[src/rtl/uart_rx.sv]
// 8N1 UART receiver: two-flop synchronized input, mid-bit sampling, framed byte
// presented on rx_msg together with a single-cycle rx_complete strobe.
`timescale 1ns/1ps
module uart_rx #(
    parameter int unsigned CLK_FREQ     = 50000000,
    parameter int unsigned BAUD         = 115200,
    parameter int unsigned CLKS_PER_BIT = CLK_FREQ / BAUD
) (
    input  logic       clk_50M,
    input  logic       rst,
    input  logic       rx,
    output logic [7:0] rx_msg,
    output logic       rx_complete
);

    localparam int unsigned CNT_W = $clog2(CLKS_PER_BIT);
    localparam int unsigned HALF  = CLKS_PER_BIT / 2;
    localparam logic [CNT_W-1:0] HALF_LAST = CNT_W'(HALF - 1);
    localparam logic [CNT_W-1:0] BIT_LAST  = CNT_W'(CLKS_PER_BIT - 1);

    typedef enum logic [2:0] {
        IDLE      = 3'd0,
        START     = 3'd1,
        DATA      = 3'd2,
        STOP      = 3'd3,
        WAIT_IDLE = 3'd4
    } state_t;

    state_t           state, state_n;
    logic [CNT_W-1:0] cnt, cnt_n;
    logic [2:0]       bit_cnt, bit_cnt_n;
    logic [7:0]       shift, shift_n;
    logic [7:0]       msg_n;
    logic             complete_n;
    logic [1:0]       sync_q;
    logic             rx_s;

    // Metastability guard; resets to the idle line level so reset never looks like a start bit
    always_ff @(posedge clk_50M or posedge rst) begin
        if (rst) sync_q <= 2'b11;
        else     sync_q <= {sync_q[0], rx};
    end

    assign rx_s = sync_q[1];

    always_ff @(posedge clk_50M or posedge rst) begin
        if (rst) begin
            state       <= IDLE;
            cnt         <= '0;
            bit_cnt     <= '0;
            shift       <= '0;
            rx_msg      <= 8'h00;
            rx_complete <= 1'b0;
        end else begin
            state       <= state_n;
            cnt         <= cnt_n;
            bit_cnt     <= bit_cnt_n;
            shift       <= shift_n;
            rx_msg      <= msg_n;
            rx_complete <= complete_n;
        end
    end

    always_comb begin
        state_n    = state;
        cnt_n      = cnt + CNT_W'(1);
        bit_cnt_n  = bit_cnt;
        shift_n    = shift;
        msg_n      = rx_msg;
        complete_n = 1'b0;

        case (state)
            IDLE: begin
                cnt_n     = '0;
                bit_cnt_n = '0;
                if (!rx_s) state_n = START;
            end
            START: begin
                if (cnt == HALF_LAST) begin
                    cnt_n   = '0;
                    state_n = rx_s ? IDLE : DATA;
                end
            end
            DATA: begin
                if (cnt == BIT_LAST) begin
                    cnt_n   = '0;
                    shift_n = {rx_s, shift[7:1]};
                    if (bit_cnt == 3'd7) begin
                        bit_cnt_n = '0;
                        state_n   = STOP;
                    end else begin
                        bit_cnt_n = bit_cnt + 3'd1;
                    end
                end
            end
            STOP: begin
                if (cnt == BIT_LAST) begin
                    cnt_n = '0;
                    if (rx_s) begin
                        msg_n      = shift;
                        complete_n = 1'b1;
                        state_n    = IDLE;
                    end else begin
                        state_n = WAIT_IDLE;
                    end
                end
            end
            WAIT_IDLE: begin
                // A held-low line (break) must not be mistaken for a new start bit
                cnt_n = '0;
                if (rx_s) state_n = IDLE;
            end
            default: begin
                cnt_n   = '0;
                state_n = IDLE;
            end
        endcase
    end

endmodule

[config.mk]
export PLATFORM = sky130hd
export DESIGN_NAME = uart_rx
export DESIGN_NICKNAME = d
export VERILOG_FILES = /design/src/rtl/uart_rx.sv
export SDC_FILE = /design/constraint.sdc
export NUM_CORES = 1
export LEC_CHECK = 0
export ABC_AREA = 0
export BUFFER_PORTS_ARGS = -buffer_cell sky130_fd_sc_hd__buf_2
export CORE_MARGIN = 2
export CORE_UTILIZATION = 62
export CTS_BUF_LIST = sky130_fd_sc_hd__clkbuf_16
export DETAILED_ROUTE_END_ITERATION = 8
export PLACE_DENSITY_LB_ADDON = 0.08
export SLEW_MARGIN = 0
export SYNTH_ARGS = -nofsm -noshare
export SYNTH_HDL_FRONTEND = slang
export SYNTH_SLANG_ARGS = --single-unit
[constraint.sdc]
create_clock -name clk_50M -period 3.4 [get_ports clk_50M]
set_input_delay 0.68 -clock clk_50M [delete_from_list [all_inputs] [get_ports clk_50M]]
set_output_delay 0.68 -clock clk_50M [all_outputs]
set_load 0.05 [all_outputs]
* Word-level counts from Yosys, hierarchy flattened *
Cells that the tools add are included.
W data, S select, Z words.

storage, ports and cells
  register bits after elaboration = 34
  input port bits = 3
  output and inout port bits = 9
  logic and storage cells = 47

cells by class
  $add $sub $neg = 2
  equality and inequality tests = 13
  multiplexer cells = 18
  reductions and logical operators = 7

operator list
  kind                   number
  $mux W3                9
  $mux W9                2
  $pmux W9 S2            1
  $pmux W3 S5            1
  $ne A2 B2 Y1 const B   6
  $add A9 B1 Y9 const B  1
  $eq A9 B8 Y1 const B   1
  $eq A9 B9 Y1 const B   1
  $eq A3 B2 Y1 const B   2
  $eq A3 B3 Y1 const B   2
  $pmux W3 S2            1
  $reduce_and A6 Y1      1
  $reduce_and A2 Y1      2
  $add A3 B1 Y3 const B  1
  $eq A3 B1 Y1 const B   1
  $logic_not A3 Y1       1
  $mux W1                3
  $reduce_and A3 Y1      1
  $mux W2                1
  $reduce_bool A2 Y1     1
  $reduce_or A2 Y1       1

* Depth between registers and ports, before layout *
Gate-level depths: netlist (run 1).

  depth in word-level cells = 4
  mapped depth = 7
  gate-level depth less buffers = 6

* Worst setup path after synthesis (run 1) *
Ideal clock, no wire load.

  path kind = register -> register
  from = register cnt[1]
  to = register shift[0]
  library setup time = 125 ps
  arrival time = 1,703 ps
  required time = 3,275 ps
  path slack = 1,572 ps
  stages on the path, launching flop included = 7
  path buffers = 0
  period minus slack after synthesis = 1,828 ps
  cells stage by stage = dfrtp_1 inv_1 ha_1 and4b_2 nand4_4 nor3_4 mux2_2

between the ends
  word-level cells in the longest chain between the ends = 2

RTL lines
  item                         line  source
  start: declaration           30    logic [CNT_W-1:0] cnt, cnt_n;
  start signal: assignment     56    cnt <= cnt_n;
  $eq A9 B9 Y1                 85    if (cnt == BIT_LAST) begin
  $reduce_and A2 Y1 (no line)  --
  end signal: assignment       58    shift <= shift_n;
  end: declaration             32    logic [7:0] shift, shift_n;

Every way passes these cells.
A chain may end at the register's enable or synchronous reset.

* Final worst setup path (run 1) *
  from = register cnt[1]
  to = register shift[5]

The elaborated chain is that of the path after synthesis.

==> flow_summary.json, run 1 <==
{
  "status": "finished clean",
  "synth_area_leader_cell": "dfrtp_1",
  "tns_ns": 0,
  "switchingPower_w": 0.0001679,
  "postSynthAreaPerCell_um2": 12.40,
  "arrival_ns": 2.24,
  "max_freq_mhz": 478.2,
  "worstHoldPathType": "reg2reg",
  "place_congestion": 0.8286,
  "grt_max_degree": 35,
  "drtIter0Drc": 10,
  "yosysWarnings": 0,
  "grt_setup_unrepaired": "false",
  "grt_use_total_pct": 22.34,
  "place_ws_ns": 1.359,
  "ys_types": 30,
  "switching_share_pct": 19.90,
  "clk-insertion-delay-late_ns": 0.28,
  "dieArea_um2": 2851,
  "diodes": 0,
  "synthFlopType": "dfrtp_1",
  "slew-limit-headroom_pct": 66.65,
  "firstDrtPassIters": 4,
  "cts_root_buf": "clkbuf_16",
  "yosysSeqAreaShare_pct": 56.41,
  "die_height_um": 53.40,
  "totalWireLength_um": 2544,
  "synthTopCellsByCount": "dfrtp_1 (32), mux2_2 (16), nor2_1 (14), nand3_1 (6), xnor2_1 (6)",
  "ios": 12,
  "cts.repair.resized": 0,
  "drv_slew": 0,
  "viasPerCell": 5.665,
  "drive_gt1_share_pct": 30.94,
  "pwr-share-comb_pct": 1.3,
  "wl_per_cell_um": 15.23,
  "vdd_drop_max_mv": 0.4209,
  "critPathMaxStageDelay_ns": 0.48,
  "p_per_area_nw_per_um2": 485.2,
  "grt_pass1_wl_um": 4409,
  "seqPwrFrac_pct": 48.4,
  "cts_hold_buf": 0,
  "p_int_w": 0.0006758,
  "period_needed_ns": 2.091,
  "ys_top_cells_by_area": "dfrtp_1 (53%), mux2_2 (12%), ha_1 (4.1%), dfstp_2 (3.5%), nor2_1 (3.5%)",
  "initial_utilization_pct": 67.09,
  "synth_edf_count": 0,
  "fp.dieW_um": 53.40,
  "fin_skew_ns": 0.005679,
  "dp_hpwl_um": 1726,
  "criticalPathCategory": "reg2reg",
  "synthMostInstantiatedCell": "dfrtp_1",
  "core_area_um2": 2255,
  "cts.path.max_buffers": 2,
  "clk_pin_slew_ns": 0.05,
  "final_nets": 146,
  "htreeDepth": 2,
  "area_delta_synth_final_pct": 14.97,
  "hold_viol": 0,
  "worstPathRequired_ns": 3.55,
  "port_buffers": 11,
  "min_period_over_period_pct": 61.50,
  "grt-ovfl-total": 0,
  "path_max_fanout": 10,
  "async_reset_ff_share_pct": 100.0,
  "crit_chain": "inv_1, ha_1, and4b_2, nand4_4, nor3_4, mux2_2",
  "setup_slack_ns": 1.309,
  "syn_area_um2": 1513,
  "p_leak_nw": 0.8854,
  "tightest_slew_ns": 0.4986,
  "antenna_found_initial": 0,
  "drc": 0,
  "grt_pass1_vias": 947,
  "syn_inst": 122,
  "tritoncts": "done",
  "cap_violations": 0,
  "setup_viol": 0,
  "clkPwrFrac_pct": 50.4,
  "cts_buffers": 5,
  "worst_path_max_delay_cell": "nor3_4",
  "vias": 946,
  "cts.sinks": 34,
  "end_kind": "register",
  "syn_nets": 130,
  "synth_top_area_share_pct": 52.94,
  "critPathLaunchType": "register",
  "num_rows": 17,
  "ys_seq_elements": 34,
  "ant_nets": 0,
  "post-cts-setup-buffers": 0
}
==> critical path, delay by kind of cell, from the launching register on <==
kind / cells / cell delay, ns
multiplexers: 1 / 0.40
adder cells (fa/ha/maj): 1 / 0.16
flip-flops: 1 / 0.39
buffers and inverters: 1 / 0.08
AND/OR/NAND/NOR: 3 / 0.93
==> metrics by stage <==
step / power [W] / util (%) / instances / hold WS (ns) / instance area, µm²
2_1_floorplan: 0.0004217 / - / 122 / 0.3452 / 1513
3_3_place_gp: 0.0004255 / 70.87 / 159 / 0.3452 / 1598
3_5_place_dp: 0.0004261 / 70.87 / 159 / 0.3508 / 1598
4_1_cts: 0.0008551 / 77.14 / 167 / 0.3524 / 1739
5_1_grt: 0.0008770 / 77.14 / 167 / 0.3513 / 1739
6_report: 0.0008438 / 77.14 / 167 / 0.3496 / 1739
==> area by class of cell <==
| class | instances | area [µm²] |
|---|---|---|
| Timing Repair Buffer | 12 | 62.56 |
| Inverter | 5 | 18.77 |
| Clock inverter | 3 | 16.27 |
| Sequential cell | 34 | 853.3 |
| Clock buffer | 5 | 125.1 |
| Tap cell | 28 | 35.03 |
| Multi-Input combinational cell | 80 | 628.1 |
| Fill cell | 147 | 515.5 |
==> cell usage in the layout (no fill, tap or decap), types with 3 or more instances in the layout <==
master     count
nand3_1        6
nor2_1        14
o21ai_0        3
xnor2_1        6
inv_1          5
ha_1           5
nand2_1        5
nor3_1         4
clkbuf_16      5
mux2_2        16
buf_2         11
dfrtp_1       32
==> worst paths after layout <==
path | start | end | slack (ns) | cells past startpoint
worst max-delay path | cnt[1] | shift[5] | 1.31 | 6
worst min-delay path | sync_q[0] | sync_q[1] | 0.35 | 0
worst max register to register | cnt[1] | shift[5] | 1.31 | 6
worst min register to register | sync_q[0] | sync_q[1] | 0.35 | 0
max in group asynchronous | rst | sync_q[0] | 2.58 | 3
min in group asynchronous | rst | rx_msg[2] | 0.49 | 3
==> kinds of logic after synthesis <==
logic type                 Yosys count  share of synthesized area, %
and+or+nand+nor                     40                         15.72
DFF                                 34                         56.41
AOI/OAI and AO/OA                   11                         5.129
adders and majority gates            5                         4.136
buffers and inverters                8                         2.068
xor gates and xnor gates             8                         4.632
muxes                               16                         11.91
==> layer usage <==
metal  track usage (%)  up-vias  part of all wire, %
met5                 0        -                    0
met4             7.692        0                  1.5
met3             8.475        8                  4.0
met2             32.51       21                   47
met1             30.51      455                   47
li1                  -      462                    -
==> state kept, by name, indices dropped and copies added (netlist names) <==
| signal | count |
|---|---|
| cnt | 9 |
| rx_msg | 8 |
| shift | 8 |
| bit_cnt | 3 |
| state | 3 |
| sync_q | 2 |
| rx_complete | 1 |
==> power by group through the flow <==
| stage | registers (W) | clock network, W | logic, W |
|---|---|---|---|
| after floorplan | 0.000415 | 0 | 0.00000701 |
| after global placement | 0.000415 | 0 | 0.0000107 |
| after detailed placement | 0.000415 | 0 | 0.0000111 |
| after CTS | 0.000408 | 0.000436 | 0.0000111 |
| after global routing | 0.000408 | 0.000456 | 0.0000128 |
| final | 0.000408 | 0.000425 | 0.0000108 |
Note: power is estimated with default switching activity, not from simulation.
==> run 2, diff against run 1 <==
--- a/config.mk
+++ b/config.mk
@@ -8,7 +8,7 @@
 export ABC_AREA = 0
 export BUFFER_PORTS_ARGS = -buffer_cell sky130_fd_sc_hd__buf_2
 export CORE_MARGIN = 2
-export CORE_UTILIZATION = 62
+export CORE_UTILIZATION = 52
 export CTS_BUF_LIST = sky130_fd_sc_hd__clkbuf_16
 export DETAILED_ROUTE_END_ITERATION = 8
 export PLACE_DENSITY_LB_ADDON = 0.08
==> constraint.sdc (replaced) <==
create_clock -name clk_50M -period 1.9 [get_ports clk_50M]
set_input_delay 0.38 -clock clk_50M [delete_from_list [all_inputs] [get_ports clk_50M]]
set_output_delay 0.38 -clock clk_50M [all_outputs]
set_load 0.05 [all_outputs]
==> run 2 against run 1 <==
Effect of this change:
- the flow now finishes with violations (negative setup slack)
- final area rose by 16%
- sequential share of layout area is 6.9 points lower
- sequential power is 79% higher
- flip-flop and latch count unchanged
==> flow_summary.json, run 2 (same netlist as run 1, synthesis figures left out) <==
{
  "status": "finished with violations",
  "violations": "negative setup slack",
  "period_needed_ns": 1.923,
  "reg2reg_from": "cnt[1]",
  "cts.path.max_buffers": 2,
  "fillers": 176,
  "drv_slew": 0,
  "antenna_found_initial": 0,
  "hold_viol": 0,
  "p_per_area_nw_per_um2": 825.9,
  "largest_reg_flops": 9,
  "htreeDepth": 2,
  "reg2reg_to": "rx_msg[5]",
  "diodes": 0,
  "final_common_cell": "dfrtp_1",
  "reg.largest.list": "cnt x9, rx_msg x8, shift x8",
  "grt-ovfl-total": 0,
  "vdd_drop_max_mv": 1.048,
  "worstRegToRegCells": 8,
  "fin_skew_ns": 0.002954,
  "path_max_fanout": 8,
  "end_kind": "register",
  "grt_setup_unrepaired": "true",
  "worstPathRequired_ns": 2.06,
  "initial_utilization_pct": 54.85,
  "drtIter0Drc": 59,
  "critPathLaunchType": "register",
  "max_freq_mhz": 520.0,
  "cts.sinks": 34,
  "clk-insertion-delay-late_ns": 0.28,
  "place_inst": 168,
  "cts_buffers": 5,
  "grt_use_total_pct": 18.27,
  "die_height_um": 57.94,
  "dieArea_um2": 3356,
  "slew-limit-headroom_pct": 63.03,
  "tns_ns": -0.1505,
  "clk_pin_slew_ns": 0.05,
  "place_congestion": 0.7747,
  "fp.dieW_um": 57.94,
  "drc": 0,
  "worstHoldPathType": "in2async",
  "totalWireLength_um": 2811,
  "tritoncts": "done",
  "grt_pass1_vias": 1000,
  "rrSetupSlack_ns": -0.02,
  "ant_nets": 0,
  "regMostFlops": "cnt",
  "cts_root_buf": "clkbuf_16",
  "core_area_um2": 2758,
  "viasPerCell": 5.609,
  "criticalPathCategory": "reg2reg",
  "area_delta_synth_final_pct": 33.75,
  "num_rows": 19,
  "firstDrtPassIters": 4,
  "tightest_slew_ns": 0.5539,
  "wl_per_cell_um": 15.28,
  "vias": 1032,
  "arrival_ns": 2.08,
  "dp_hpwl_um": 1809,
  "setup_viol": 8,
  "drive_gt1_share_pct": 39.87,
  "fin_cells": 184,
  "final_nets": 160,
  "grt_max_degree": 23,
  "setup_slack_ns": -0.02316,
  "grt_pass1_wl_um": 4581,
  "min_period_over_period_pct": 101.2,
  "p_leak_nw": 0.9989,
  "port_buffers": 11,
  "layout_common_cells": "dfrtp_1 (32), mux2_4 (16), nor2_1 (14)",
  "ios": 12,
  "cap_violations": 0
}
-- run 2: cell count changes in the layout (fill, tap and decap cells not counted), sizes merged --
cell      previous run  this run
clkinv               2         0
buf                 12        26
bufinv               0         1
clkinvlp             1         2
-- run 2: final cells by class --
type	count	area, µm²	share of cell area (%)
clock buffers	5	125.1	6.184
clock inverters	3	45.04	2.226
inverters	5	18.77	0.9276
multi-input cells	80	705.7	34.88
flip-flops and latches	34	853.3	42.18
well taps	31	38.79	1.917
repair buffers	26	236.5	11.69
-- run 2: through the flow --
step                      setup slack [ns]  cell area [µm²]  util, %   power, W  hold slack, ns
after floorplan                    0.07209             1513        -  0.0007546          0.3452
after global placement             0.05633             1684    61.07  0.0007652          0.3468
after detailed placement          -0.01021             1684    61.07  0.0007662          0.3475
after CTS                          0.03156             1854    67.24   0.001681          0.1723
after global routing              -0.09855             2023    73.37   0.001718          0.1958
final                             -0.02316             2023    73.37   0.001671          0.1437
-- run 2: layer usage --
metal	up-vias	global-route usage (%)	wire length, µm
met2	21	27.27	1397
met1	518	25.45	1275
met5	-	0	0
met3	5	4.688	98
li1	488	-	-
met4	0	7.973	39
-- run 2: critical path, cell delays in order (launching register included) --
cell	delay, ns
dfrtp_1	0.39
inv_2	0.08
ha_4	0.11
and4b_2	0.25
nand4_4	0.14
buf_6	0.16
nor3_4	0.20
buf_12	0.16
mux2_4	0.30
-- run 2: worst max-delay path by stage --
stage	cells past startpoint	startpoint	slack, ns	endpoint
after floorplan	6	cnt[1]	0.07	shift[0]
after global placement	7	cnt[1]	0.06	rx_msg[6]
after detailed placement	7	cnt[1]	-0.01	rx_msg[5]
after CTS	7	cnt[1]	0.03	shift[1]
after global routing	8	cnt[1]	-0.1	rx_msg[7]
final	8	cnt[1]	-0.02	rx_msg[5]
-- run 2: what timing repair did --
action | 4_1_cts | 5_1_grt
hold endpoints to repair | 0 | 0
gates resized for setup | 0 | 27
pin swaps | 2 | 2
cloned | 0 | 0
endpoints found under the setup margin | 15 | 26
hold buffers | 0 | 0
buffers inserted | 0 | 8
-- run 2: report_power, final --
group | switching, W | total, W | internal [W]
clock network | 0.000301 | 0.000918 | 0.000617
logic | 0.0000164 | 0.0000225 | 0.00000614
registers | 0.00000158 | 0.000730 | 0.000729
==> run 3, diff against run 2 <==
--- a/config.mk
+++ b/config.mk
@@ -12,7 +12,7 @@
 export CTS_BUF_LIST = sky130_fd_sc_hd__clkbuf_16
 export DETAILED_ROUTE_END_ITERATION = 8
 export PLACE_DENSITY_LB_ADDON = 0.08
-export SLEW_MARGIN = 0
+export SETUP_SLACK_MARGIN = 0.1
 export SYNTH_ARGS = -nofsm -noshare
 export SYNTH_HDL_FRONTEND = slang
 export SYNTH_SLANG_ARGS = --single-unit
==> constraint.sdc (replaced) <==
create_clock -name clk_50M -period 1.9 [get_ports clk_50M]
set_input_delay 0.19 -clock clk_50M [delete_from_list [all_inputs] [get_ports clk_50M]]
set_output_delay 0.19 -clock clk_50M [all_outputs]
set_load 0.05 [all_outputs]
==> run 3 against run 2 <==
Effect of this change:
- the run now ends clean
- largest cell class unchanged
- critical path type unchanged
- non-clock buffer count fell by 1
- combinational power fell by 2%
- sequential power barely moved
- core utilization fell by 4.2 points
- clock skew rose by 0.0013 ns
- die area did not move
- flip-flop and latch count did not move
- first-iteration DRC count fell by 63%
==> flow_summary.json, run 3 (same netlist as run 1, synthesis figures left out) <==
{
  "status": "finished clean",
  "cts.path.max_buffers": 2,
  "largest_reg_flops": 9,
  "slew-limit-headroom_pct": 67.70,
  "area_delta_synth_final_pct": 26.14,
  "timing.hold.ws_ns": 0.01283,
  "clkPwrFrac_pct": 54.1,
  "viasPerCell": 5.519,
  "vdd_drop_max_mv": 0.9316,
  "end_kind": "register",
  "cap_violations": 0,
  "grt_pass1_vias": 1009,
  "hold_viol": 0,
  "core_area_um2": 2758,
  "worstPathRequired_ns": 2.06,
  "max_freq_mhz": 564.4,
  "switching_share_pct": 18.01,
  "setup_viol": 0,
  "ant_nets": 0,
  "worst_path_max_delay_cell": "or4b_4",
  "num_rows": 19,
  "layout_common_cells": "dfrtp_1 (32), mux2_2 (16), nor2_1 (14)",
  "final_nets": 159,
  "grt-ovfl-total": 0,
  "p_per_area_nw_per_um2": 858.6,
  "die_height_um": 57.94,
  "cts.sinks": 34,
  "grt_setup_unrepaired": "true",
  "grt_use_total_pct": 18.57,
  "fin_skew_ns": 0.004248,
  "reg.largest.list": "cnt x9, rx_msg x8, shift x8",
  "tritoncts": "done",
  "seqCellArea_um2": 853.3,
  "htreeDepth": 2,
  "tns_ns": 0,
  "cts_root_buf": "clkbuf_16",
  "antenna_found_initial": 0,
  "final_common_cell": "dfrtp_1",
  "fp.dieW_um": 57.94,
  "criticalPathCategory": "reg2reg",
  "min_period_over_period_pct": 93.25,
  "critPathLaunchType": "register",
  "drive_gt1_share_pct": 37.50,
  "seqPwrFrac_pct": 44.6,
  "port_buffers": 11,
  "placed_cell_area_um2": 1687,
  "grt_pass1_wl_um": 4540,
  "totalWireLength_um": 2580,
  "dieArea_um2": 3356,
  "setup_slack_ns": 0.1282,
  "drc": 0,
  "place_congestion": 0.7653,
  "critPathMaxStageDelay_ns": 0.47,
  "crit_chain": "inv_1, ha_1, or4b_4, nor3_4, o32a_1, buf_6, nor2_1",
  "ios": 12,
  "regMostFlops": "cnt",
  "worstHoldPathType": "in2reg",
  "cp_top_family": "simple AND/OR/NAND/NOR gates",
  "hold_path_startpoint": "rx",
  "cts_buffers": 5,
  "final_area_um2": 1908,
  "firstDrtPassIters": 5,
  "p_int_w": 0.001343,
  "initial_utilization_pct": 54.85,
  "vias": 1010,
  "fillers": 194,
  "reg2reg_from": "cnt[0]",
  "wl_per_cell_um": 14.10,
  "path_max_fanout": 9,
  "cp-startpoint": "cnt[0]",
  "multi_input_area_um2": 643.1,
  "clk-insertion-delay-late_ns": 0.28,
  "p_leak_nw": 0.9900,
  "drtIter0Drc": 22,
  "arrival_ns": 1.93,
  "switchingPower_w": 0.0002951,
  "period_needed_ns": 1.772,
  "place_ws_ns": 0.06907,
  "dp_hpwl_um": 1789,
  "drv_slew": 0,
  "grt_max_degree": 14,
  "diodes": 0,
  "pwr-share-comb_pct": 1.3,
  "clk_pin_slew_ns": 0.05,
  "path_buf_inv": 2,
  "tightest_slew_ns": 0.4840
}
-- run 3: area by class of cell --
cell class	instances	share of cell area, %
inverter	5	0.9836
multi-input combinational	80	33.70
tap	31	2.033
sequential	34	44.72
clock inverter	3	1.967
clock buffer	5	6.557
timing repair buffer	25	10.03
-- run 3: power by group through the flow --
stage	registers [W]	clock network, W	logic (W)
floorplan	0.000742	0	0.0000125
global placement	0.000743	0	0.0000217
CTS	0.000730	0.000910	0.0000236
finish	0.000731	0.000886	0.0000220
detailed placement	0.000743	0	0.0000219
global route	0.000730	0.000938	0.0000271
-- run 3: stage by stage --
stage	util, %	std cells	power, W
2_1_floorplan	-	122	0.0007546
3_3_place_gp	61.16	170	0.0007642
3_5_place_dp	61.16	170	0.0007645
4_1_cts	68.15	181	0.001664
5_1_grt	69.19	183	0.001695
6_report	69.19	183	0.001638
-- run 3: final timing paths --
path                        endpoint  slack, ns  cells after the start
max                           cnt[3]       0.13                      7
min in group asynchronous   shift[7]       0.47                      3
min reg2reg                sync_q[1]       0.36                      0
min                        sync_q[0]       0.01                      1
max in group asynchronous  sync_q[0]       0.82                      4
max reg2reg                   cnt[3]       0.13                      7
-- run 3: routing by layer --
metal / vias to the layer above / global-route usage [%] / routed length [µm]
li1: 483 / - / -
met1: 497 / 23.96 / 1202
met2: 20 / 27.60 / 1196
met3: 10 / 6.696 / 99
met4: 0 / 9.635 / 81
met5: - / 0 / 0
-- run 3: repair_timing --
item,in CTS,in global routing
hold buffers,1,0
endpoints found under the hold margin,10,0
setup buffers,2,2
pin swaps,0,3
endpoints found under the setup margin,19,27
gates resized for setup,1,5
